`config.mk`:
```
export PLATFORM = sky130hd
export DESIGN_NAME = booth_mul_seq
export DESIGN_NICKNAME = d
export VERILOG_FILES = /design/src/rtl/booth_mul_pkg.sv /design/src/rtl/booth_r4_digit.sv /design/src/rtl/booth_mul_seq.sv
export SDC_FILE = /design/constraint.sdc
export NUM_CORES = 1
export LEC_CHECK = 0
export ABC_AREA = 1
export CAP_MARGIN = 5
export CORE_MARGIN = 2
export CORE_UTILIZATION = 40
export CTS_BUF_LIST = sky130_fd_sc_hd__clkbuf_4 sky130_fd_sc_hd__clkbuf_8 sky130_fd_sc_hd__clkbuf_16
export DETAILED_ROUTE_END_ITERATION = 8
export PLACE_DENSITY = 0.67
export SYNTH_ARGS = -nofsm -noshare
export SYNTH_HDL_FRONTEND = slang
export SYNTH_HIERARCHICAL = 1
export SYNTH_SLANG_ARGS = --single-unit
```
`constraint.sdc`:
```
create_clock -name clk -period 3.37 [get_ports clk]
set_input_delay 1.011 -clock clk [delete_from_list [all_inputs] [get_ports clk]]
set_output_delay 1.011 -clock clk [all_outputs]
set_load 0.01 [all_outputs]
```
`src/rtl/booth_mul_pkg.sv`:
```
// booth_mul_pkg: shared FSM states, Booth digit codes and sizing helpers for booth_mul_seq
package booth_mul_pkg;
  typedef enum logic [1:0] {IDLE, CALC, DONE} state_e;
  typedef enum logic [2:0] {ZERO, POS1, POS2, NEG1, NEG2} digit_e;
  function automatic int iter_count(input int width);
    return (width + 3) / 2;
  endfunction
  function automatic digit_e booth_decode(input logic [2:0] t);
    return (t == 3'b011) ? POS2 :
           (t == 3'b100) ? NEG2 :
           (t == 3'b001 || t == 3'b010) ? POS1 :
           (t == 3'b101 || t == 3'b110) ? NEG1 : ZERO;
  endfunction
endpackage

```
`src/rtl/booth_r4_digit.sv`:
```
// booth_r4_digit: radix-4 Booth partial product (0, +-A, +-2A) for one recoded triplet
//   triplet : {b[2i+1], b[2i], b[2i-1]}
//   a_ext   : multiplicand extended to WIDTH+2 bits
//   pp      : signed partial product, WIDTH+3 bits
module booth_r4_digit
  import booth_mul_pkg::*;
#(
  parameter int WIDTH = 11
) (
  input  logic [2:0]       triplet,
  input  logic [WIDTH+1:0] a_ext,
  output logic [WIDTH+2:0] pp
);
  digit_e digit;
  logic [WIDTH+2:0] a1, a2;
  always_comb begin
    digit = booth_decode(triplet);
    a1 = {a_ext[WIDTH+1], a_ext};
    a2 = {a_ext, 1'b0};
    pp = (digit == POS1) ? a1 :
         (digit == POS2) ? a2 :
         (digit == NEG1) ? -a1 :
         (digit == NEG2) ? -a2 : '0;
  end
endmodule

```
`src/rtl/booth_mul_seq.sv`:
```
// booth_mul_seq: sequential radix-4 Booth multiplier, one digit per enabled cycle
//   clk, rst (sync, active-high), en (clock enable)
//   in_valid/in_ready/is_signed/A/B : operand handshake
//   out_valid/out_ready/P           : product handshake, P is 2*WIDTH bits
module booth_mul_seq
  import booth_mul_pkg::*;
#(
  parameter int WIDTH = 11
) (
  input  logic               clk,
  input  logic               rst,
  input  logic               en,
  input  logic               in_valid,
  output logic               in_ready,
  input  logic               is_signed,
  input  logic [WIDTH-1:0]   A,
  input  logic [WIDTH-1:0]   B,
  output logic               out_valid,
  input  logic               out_ready,
  output logic [2*WIDTH-1:0] P
);
  localparam int ITER = iter_count(WIDTH);
  localparam int LW   = 2 * ITER;
  localparam int HW   = WIDTH + 4;
  localparam int PW   = 2 * WIDTH;
  localparam int CW   = $clog2(ITER);
  state_e state_q, state_d;
  logic [CW-1:0] cnt_q, cnt_d;
  logic [WIDTH+1:0] a_q, a_d;
  logic [HW-1:0] hi_q, hi_d, sum, hi_n;
  logic [LW-1:0] lo_q, lo_d, lo_n;
  logic bm1_q, bm1_d;
  logic [PW-1:0] p_q, p_d;
  logic [WIDTH+2:0] pp;
  booth_r4_digit #(.WIDTH(WIDTH)) u_digit (
    .triplet({lo_q[1:0], bm1_q}),
    .a_ext  (a_q),
    .pp     (pp)
  );
  // {hi, lo} is a combined accumulator/multiplier register: the high half
  // takes the partial product, then the pair shifts right arithmetically by
  // one digit so product bits replace retired multiplier bits in lo.
  always_comb begin
    sum  = hi_q + {pp[WIDTH+2], pp};
    hi_n = {{2{sum[HW-1]}}, sum[HW-1:2]};
    lo_n = {sum[1:0], lo_q[LW-1:2]};
  end
  always_comb begin
    state_d = state_q;
    cnt_d   = cnt_q;
    a_d     = a_q;
    hi_d    = hi_q;
    lo_d    = lo_q;
    bm1_d   = bm1_q;
    p_d     = p_q;
    if (en) begin
      case (state_q)
        IDLE: if (in_valid) begin
          a_d     = {{2{is_signed & A[WIDTH-1]}}, A};
          lo_d    = {{(LW-WIDTH){is_signed & B[WIDTH-1]}}, B};
          hi_d    = '0;
          bm1_d   = 1'b0;
          cnt_d   = '0;
          state_d = CALC;
        end
        CALC: begin
          hi_d  = hi_n;
          lo_d  = lo_n;
          bm1_d = lo_q[1];
          cnt_d = cnt_q + 1'b1;
          if (cnt_q == CW'(ITER - 1)) begin
            cnt_d   = '0;
            p_d     = PW'({hi_n, lo_n});
            state_d = DONE;
          end
        end
        DONE: if (out_ready) state_d = IDLE;
        default: state_d = IDLE;
      endcase
    end
  end
  always_ff @(posedge clk) begin
    if (rst) begin
      state_q <= IDLE;
      cnt_q   <= '0;
      a_q     <= '0;
      hi_q    <= '0;
      lo_q    <= '0;
      bm1_q   <= 1'b0;
      p_q     <= '0;
    end else begin
      state_q <= state_d;
      cnt_q   <= cnt_d;
      a_q     <= a_d;
      hi_q    <= hi_d;
      lo_q    <= lo_d;
      bm1_q   <= bm1_d;
      p_q     <= p_d;
    end
  end
  assign in_ready  = (state_q == IDLE);
  assign out_valid = (state_q == DONE);
  assign P         = p_q;
endmodule

```
# Word-level counts from Yosys, hierarchy flattened
# Index checks and enable logic that the tools add are counted.
[totals] elab_cells=58 input_bits=28 output_inout_bits=24 register_bits=69
[op_classes] mux=21 bitwise=2 n_addsub=4 n_reduce_logical=8 eq_ne=16
[ops] operator="14-bit 2-to-1 mux" count=5
[ops] operator="15-bit case mux with 2 select lines" count=1
[ops] operator="14-bit negation" count=2
[ops] operator="14-bit case mux with 2 select lines" count=1
[ops] operator="15-bit adder" count=1
[ops] operator="3-bit == test, second input constant" count=5
[ops] operator="15-bit 2-to-1 mux" count=1
[ops] operator="3-bit 2-to-1 mux" count=5
[ops] operator="3-bit by 2-bit == test with 1-bit output, second input constant" count=4
[ops] operator="3-bit AND reduction" count=3
[ops] operator="2-bit 2-to-1 mux" count=4
[ops] operator="3-bit by 1-bit == test with 1-bit output, second input constant" count=2
[ops] operator="2-bit case mux with 3 select lines" count=1
[ops] operator="3-bit case mux with 2 select lines" count=1
[ops] operator="2-bit != test, second input constant" count=2
[ops] operator="4-bit AND reduction" count=1
[ops] operator="3-bit by 1-bit adder with 3-bit output, second input constant" count=1
[ops] operator="1-bit AND" count=2
[ops] operator="2-bit by 1-bit == test with 1-bit output, second input constant" count=1
[ops] operator="2-bit == test, second input constant" count=1
[ops] operator="2-bit zero test" count=1
[ops] operator="1-bit logical OR" count=2
[ops] operator="2-bit by 1-bit != test with 1-bit output, second input constant" count=1
[ops] operator="1-bit case mux with 2 select lines" count=1
[ops] operator="2 further kinds" count=2

# Longest topological paths before layout
# Gate-level depths: netlist of run 1.
[depth] depth_word=13 mapped_depth=22 mapped_depth_nobuf=21

# Cells and area by module
# Netlist of run 1, hierarchy kept.
[by_module_without_submodules] module="booth_mul_seq" seq_area_each_um2=1341.3 n_inst=1 cells_per_inst=493 area_per_inst_um2=3380.7
[by_module_without_submodules] module="booth_r4_digit" seq_area_each_um2=0.0 n_inst=1 cells_per_inst=145 area_per_inst_um2=768.2

# Worst setup path before layout of run 1
# OpenSTA, ideal clock, no wires.
[synth_path] kind="flip-flop to flip-flop" start="register bm1_q" end="register p_q[20], in the netlist P[20]" required_time_ns=3.262 stages_incl_launch_ff=21 synth_period_minus_slack_ns=2.552 path_slack_ns=0.818 arrival_time_ns=2.444 n_path_buf=1 setup_ns=0.108 cell_sequence="dfxtp_1 > inv_1 > ha_1 > inv_1 > nor2_1 > inv_1 > a21oi_2 > buf_6 > nand2_1 > nand4_1 > inv_1 > fa_1 > inv_1 > nand3_1 > nand3_1 > nand2_1 > nand3_1 > nand2_1 > nand2_1 > a21o_1 > inv_1"
[synth_via] elab_chain_len=12 elab_cells_between_ends=21 cone_classes="add/sub: 1; eq/ne: 10; mux: 8; reduce/logical: 2"
[synth_rtl] element="start: declaration" line="booth_mul_seq.sv:32" text="logic bm1_q, bm1_d;"
[synth_rtl] element="start signal: assignment" line="booth_mul_seq.sv:97" text="bm1_q <= bm1_d;"
[synth_rtl] element="3-bit == test" line="booth_mul_pkg.sv:12" text="(t == 3'b101 || t == 3'b110) ? NEG1 : ZERO;"
[synth_rtl] element="1-bit logical OR" line="booth_mul_pkg.sv:12"
[synth_rtl] element="2-bit 2-to-1 mux" line="booth_mul_pkg.sv:12"
[synth_rtl] element="3-bit 2-to-1 mux" line="booth_mul_pkg.sv:11" text="(t == 3'b001 || t == 3'b010) ? POS1 :"
[synth_rtl] element="3-bit 2-to-1 mux" line="booth_mul_pkg.sv:10" text="(t == 3'b100) ? NEG2 :"
[synth_rtl] element="3-bit 2-to-1 mux *" line="booth_mul_pkg.sv:9" text="return (t == 3'b011) ? POS2 :"
[synth_rtl] element="3-bit == test" line="booth_r4_digit.sv:23" text="(digit == NEG2) ? -a2 : '0;"
[synth_rtl] element="14-bit 2-to-1 mux" line="booth_r4_digit.sv:23"
[synth_rtl] element="14-bit 2-to-1 mux" line="booth_r4_digit.sv:22" text="(digit == NEG1) ? -a1 :"
[synth_rtl] element="14-bit 2-to-1 mux" line="booth_r4_digit.sv:21" text="(digit == POS2) ? a2 :"
[synth_rtl] element="14-bit 2-to-1 mux *" line="booth_r4_digit.sv:20" text="pp = (digit == POS1) ? a1 :"
[synth_rtl] element="via pp[1]" line="booth_mul_seq.sv:34" text="logic [WIDTH+2:0] pp;"
[synth_rtl] element="15-bit adder *" line="booth_mul_seq.sv:44" text="sum = hi_q + {pp[WIDTH+2], pp};"
[synth_rtl] element="end signal: assignment" line="booth_mul_seq.sv:98" text="p_q <= p_d;"
[synth_rtl] element="end: declaration" line="booth_mul_seq.sv:33" text="logic [PW-1:0] p_q, p_d;"
# The timed path passes the listed nets; every way through them passes the cells marked *.
# A chain may end at the register's enable or synchronous reset.

# Worst setup path after layout of run 1
[layout_path] start="register bm1_q" end="register p_q[21], in the netlist P[21]"
# The elaborated chain is that of the path after synthesis.

==> results of run 1 <==
registers in the layout (all words and copies together), names as in the netlist:
signal	flops
state_q	2
lo_q	14
a_q	12
hi_q	13
bm1_q	1
P	22
cnt_q	3
cell families (layout without fill, tap and decap cells):
logic type / count (synthesis) / after routing / synth area share
AO/OA/AOI/OAI: 110 / 110 / 0.1405
XOR/XNOR: 9 / 9 / 0.01900
adder cells (fa/ha/maj): 20 / 20 / 0.06212
buffers and inverters: 98 / 149 / 0.1052
AND/OR/NAND/NOR: 334 / 334 / 0.3498
flip-flops: 67 / 67 / 0.3233
per-stage QoR:
step	cell area [um2]	instances	setup slack (ns)
finish	4979	825	0.3918
global route	4979	825	0.05133
CTS	4971	825	0.3512
detailed placement	4730	809	0.3843
global placement	4730	809	0.4467
floorplan	4149	638	0.8177
worst max-delay path, cell delays in order (launching register included):
cell      delay [ns]
dfxtp_1         0.38
inv_1           0.08
ha_1            0.21
nand2_2         0.08
inv_2           0.11
nor2_4          0.16
nand2_2         0.09
nor2_4          0.24
nand2_1         0.09
nand4_1         0.12
ha_1            0.32
or2_2           0.33
nand3_1         0.10
nand2_1         0.13
nand2_1         0.11
nand3b_1        0.10
nand2_1         0.10
nand2_1         0.06
nand2_1         0.05
inv_1           0.03
cells in the final DEF, fill, tap and decap left out, types with 3 or more instances in the layout:
cell type / n
o21ai_0: 44
nand2_2: 5
nand3b_1: 5
inv_2: 6
nand2_1: 165
buf_4: 7
inv_1: 68
nand4_1: 15
nor2_1: 89
a21oi_1: 53
o21ai_1: 3
dfxtp_1: 67
clkdlybuf4s50_1: 51
xor2_1: 6
ha_1: 19
nand3_1: 41
clkbuf_8: 12
xnor2_1: 3
nor2_4: 5
power by group through the flow:
| stage | sequential [mW] | clock [mW] | combinational [mW] |
|---|---|---|---|
| after global routing | 0.855 | 0.862 | 0.378 |
| after detailed placement | 0.868 | 0 | 0.329 |
| final | 0.849 | 0.810 | 0.333 |
| after CTS | 0.850 | 0.828 | 0.331 |
| after floorplan | 0.858 | 0 | 0.244 |
| after global placement | 0.867 | 0 | 0.325 |
routing by layer:
metal  up-vias  GRT usage  part of all wire
li1       2144          -                 -
met1      1870     0.2500              0.45
met2        83     0.3484              0.48
met3        22    0.03587             0.042
met4         0    0.06767             0.020
met5         -          0                 0
worst min path at each step:
stage | startpoint | end | depth (start not counted)
floorplan | hi_q[0] | hi_q[0] | 2
global placement | hi_q[0] | hi_q[0] | 2
detailed placement | hi_q[0] | hi_q[0] | 2
CTS | hi_q[0] | hi_q[0] | 2
global route | hi_q[0] | hi_q[0] | 2
finish | hi_q[0] | hi_q[0] | 2
cell type report:
class | count | area (um2) | share of cell area
Clock buffer | 13 | 172.7 | 0.03468
Clock inverter | 3 | 68.82 | 0.01382
Inverter | 75 | 284.0 | 0.05705
Multi-Input combinational cell | 473 | 2379 | 0.4778
Sequential cell | 67 | 1341 | 0.2694
Tap cell | 136 | 170.2 | 0.03418
Timing Repair Buffer | 58 | 563.0 | 0.1131
==> out/results.ini, run 1 <==
[status]
outcome=finished clean

[hold_path]
min_path_type=reg2reg

[timing]
max_freq_mhz=335.8
hold_viol_final=0
setup-violations-final=0
slew_violations=0
max_slew_margin=0.6451
clock_skew_ns=0.006105
finalCriticalPeriod_ns=2.978
min_period_over_period=0.8837
whs_ns=0.4715
tns_ns=0
worst_pin_slew_ns=0.5315
rsz0062_at_grt=no

[pwr]
powerDensity_mw_per_mm2=400.2
pwr-share-comb=0.167
p_clk_frac=0.407
internal-power_mw=1.435
peakVddDrop_v=0.0001948
netSwitchingFraction=0.2795
sequentialPowerShare=0.426
power_mw=1.992
p_leak_nw=2.243
p_switching_mw=0.5570

[yosys]
yosys_warnings=6
yosys.area.top_type=dfxtp_1
yosys.cell_count.top_type=nand2_1
synth_top_cells_by_count=165 x nand2_1, 89 x nor2_1, 68 x inv_1
netlist_instances=638
synthFlopType=dfxtp_1
synthTopCellsByArea=dfxtp_1 32%, nand2_1 15%, nor2_1 8.1%
synth_edf_count=0
syn_nets=686
syn_area_per_cell_um2=6.503
synth_area_mm2=0.004149
synth-seq-cells=67
ys_seq_area_frac=0.3233
async_flop_share=0
netlist.area_leader.share=0.3233
synth_cell_types=39

[drt]
drtAntennaViolNets=0
wl_per_cell_um=12.89
route.detailed.drc=0
drt_iter0_markers=247
drt_wl_total_um=10640
first_pass_iters=5
viasPerCell=4.993
vias=4119

[die]
dieArea_mm2=0.01120
die_w_um=105.8
die_h_um=105.8
coreArea_mm2=0.01018
io_pins=52
core.rowCount=37
initial_core_util=0.4074

[worst_setup_path]
crit_start=bm1_q
endpoint=P[21]
rr_worst_depth=19
end_kind=flip-flop
crit_fanout=14
reg2reg_to=P[21]
worstPathRequired_ns=3.62
r2r-start=bm1_q
cp_data_arrival_time_ns=3.23
rrSetupSlack_ns=0.39
start_kind=flip-flop
worst-setup-path-type=reg2reg

[layout]
fin_util=0.4888
nFillCells=1040
final_net_count=732
syn_to_final_growth_pct=19.99
diodes=0
drive_gt1_frac=0.07112

[cts]
clk_path_buf_depth=2
tritoncts=built
cts_buffers=9
post_cts_buffers=0
cts_resized=0
clk_latency_ns=0.35
root_buffer=clkbuf_8
path_clk_slew_ns=0.07
cts_sinks=67
cts-hold-fix-buffers=0
cts-htree-levels=3

[global_routing]
grt_max_degree=41
grt_usage=0.2007
grt_pass1_wl_um=18420
grt_overflow=0
grt_pass1_vias=4024
antenna_found_initial=0

[placed_design]
place.gp.congestion=0.8967
portBuffers=51
post-dp-hpwl_um=7822

[job]
max-cap-violations=0

Power figures use the tool's default switching activity.
==> inputs of run 2 (changes only) <==
==> constraint.sdc (replaced) <==
create_clock -name clk -period 3.37 [get_ports clk]
set_input_delay 0.5055 -clock clk [delete_from_list [all_inputs] [get_ports clk]]
set_output_delay 0.5055 -clock clk [all_outputs]
set_load 0.01 [all_outputs]
==> run 2 against run 1 <==
  * Fmax decreased by 1.3%
  * Clock skew increased by 0.0021 ns
  * Die area stayed put
  * Highest routed layer unchanged
==> out/results.ini, run 2 (synthesis gave the netlist of run 1 again) <==
[die]
core.rowCount=37  ; unchanged
coreArea_mm2=0.01018  ; unchanged
dieArea_mm2=0.01120  ; unchanged
die_w_um=105.8  ; unchanged
die_h_um=105.8  ; unchanged
initial_core_util=0.4074  ; unchanged
io_pins=52  ; unchanged

[cts]
clk_latency_ns=0.36  ; about the same
post_cts_buffers=0  ; unchanged
cts-hold-fix-buffers=0  ; unchanged
cts_buffers=9  ; unchanged
root_buffer=clkbuf_8
path_clk_slew_ns=0.07  ; about the same
clk_path_buf_depth=2  ; unchanged
cts-htree-levels=3  ; unchanged
tritoncts=built
cts_sinks=67  ; unchanged

[global_routing]
grt_usage=0.2002  ; -0.0004941
grt_overflow=0  ; unchanged
antenna_found_initial=0  ; unchanged
grt_max_degree=41  ; unchanged
grt_pass1_vias=4082  ; +1.4%
grt_pass1_wl_um=18350  ; -0.34%

[pwr]
powerDensity_mw_per_mm2=381.0  ; -4.8%
p_leak_nw=2.197  ; -2.0%
power_mw=1.870  ; -6.1%
peakVddDrop_v=0.0002556  ; +31%

[status]
outcome=finished clean

[job]
max-cap-violations=0  ; unchanged

[layout]
diodes=0  ; unchanged
area.sequential_mm2=0.001341  ; unchanged
largest_reg_flops=22  ; unchanged
nFillCells=1056  ; +1.5%
mostFrequentLayoutCell=nand2_1
finalNonFillerCells=820  ; -0.61%
syn_to_final_growth_pct=18.31
final_cell_mix=165 x nand2_1, 89 x nor2_1, 68 x inv_1
drive_gt1_frac=0.06433  ; -0.006790
final_net_count=728  ; -0.55%
multi_input_area_mm2=0.002379  ; unchanged

[worst_setup_path]
crit_fanout=14  ; unchanged
cp_top_family=simple AND/OR/NAND/NOR gates
rrSetupSlack_ns=0.35  ; -0.04 ns
start_kind=flip-flop
slowest_stage=fa_1
cp_data_arrival_time_ns=3.30  ; +0.07 ns
path_cells=inv_1, ha_1, nand2_2, inv_2, nor2_4, nand2_2, nor2_4, nand2_1, nand4_1, inv_1, fa_1, inv_1, nand3_1, nand3_1, xor2_1, nand2_1, a21oi_1
crit_top_cell=inv_1
worst-path-buf-inv=4  ; +1
worstPathRequired_ns=3.66  ; +0.04 ns
end_kind=flip-flop
worst-setup-path-type=reg2reg
critical_path.max_stage_delay_ns=0.44  ; +0.06 ns

[drt]
drtAntennaViolNets=0  ; unchanged
drt_iter0_markers=166  ; -33%
viasPerCell=4.959  ; -0.68%
drt_wl_total_um=10320  ; -3.0%
wl_per_cell_um=12.59  ; -2.4%
vias=4066  ; -1.3%
first_pass_iters=4  ; -1
route.detailed.drc=0  ; unchanged

[timing]
max_freq_mhz=331.4  ; -1.3%
worst_pin_slew_ns=0.9427  ; +0.4112 ns
finalCriticalPeriod_ns=3.018  ; +0.03947 ns
slew_violations=0  ; unchanged
clock_skew_ns=0.008167  ; +0.002063 ns
max_slew_margin=0.3708  ; -0.2743
rsz0062_at_grt=no
hold_viol_final=0  ; unchanged
setup-violations-final=0  ; unchanged
setup_slack_ns=0.3523  ; -0.03947 ns
min_period_over_period=0.8955  ; +0.01171
tns_ns=0  ; unchanged
whs_ns=0.4632  ; -0.008249 ns

[placed_design]
post-dp-hpwl_um=7665  ; -2.0%
portBuffers=51  ; unchanged
dp_cells=805  ; -0.49%
place.gp.congestion=0.9536  ; +6.3%
pre_cts_ws_ns=0.3250  ; -0.05931 ns

[hold_path]
min_path_type=reg2reg

-- run 2: cell count changes in the layout (fill, tap and decap cells not counted) --
cell,change
clkbuf_4,-1
buf_4,-4
clkinvlp_4,+2
bufinv_16,-1
clkbuf_8,-1
clkinv_4,-1
clkinv_2,+1
-- run 2: where the power goes --
part           switching (mW)  internal [mW]  leakage [nW]
clock                   0.314          0.376        0.0974
combinational           0.202          0.127          1.55
sequential             0.0318          0.819         0.545
-- run 2: final timing paths --
path               from  cells past startpoint      end
setup / recovery  bm1_q                     17  hi_q[2]
hold / removal    P[14]                      2    P[14]
setup reg to reg  bm1_q                     17  hi_q[2]
hold reg to reg   P[14]                      2    P[14]
-- run 2: worst reg2reg max path, stage by stage, from the launching register on --
cell and delay, ns:
dfxtp_1 0.39, inv_1 0.08, ha_1 0.21, nand2_2 0.08, inv_2 0.13, nor2_4 0.16
nand2_2 0.08, nor2_4 0.25, nand2_1 0.09, nand4_1 0.14, inv_1 0.07, fa_1 0.44
inv_1 0.10, nand3_1 0.07, nand3_1 0.16, xor2_1 0.30, nand2_1 0.09, a21oi_1 0.13
-- run 2: timing repair --
action	4_1_cts	5_1_grt
setup endpoints to repair	0	1
hold endpoints to repair	0	0
resized for setup	0	1
-- run 2: layer usage --
metal / up-vias / track usage / routed length, um
met5: - / 0 / 0
met4: 0 / 0.09023 / 221
met3: 17 / 0.02907 / 338
met2: 72 / 0.3465 / 5077
met1: 1848 / 0.2452 / 4684
li1: 2129 / - / -
-- run 2: area by class of cell --
type,instances,share of cell area
clock buffer,11,0.03084
clock inverter,4,0.01020
timing repair buffer,54,0.1086
inverter,75,0.05786
sequential,67,0.2733
multi-input combinational,473,0.4846
tap,136,0.03467
-- run 2: through the flow --
step                        util  instance area [um2]
final                     0.4819                 4908
after global routing      0.4819                 4908
after CTS                 0.4812                 4901
after detailed placement  0.4614                 4700
after global placement    0.4614                 4700
after floorplan                -                 4149
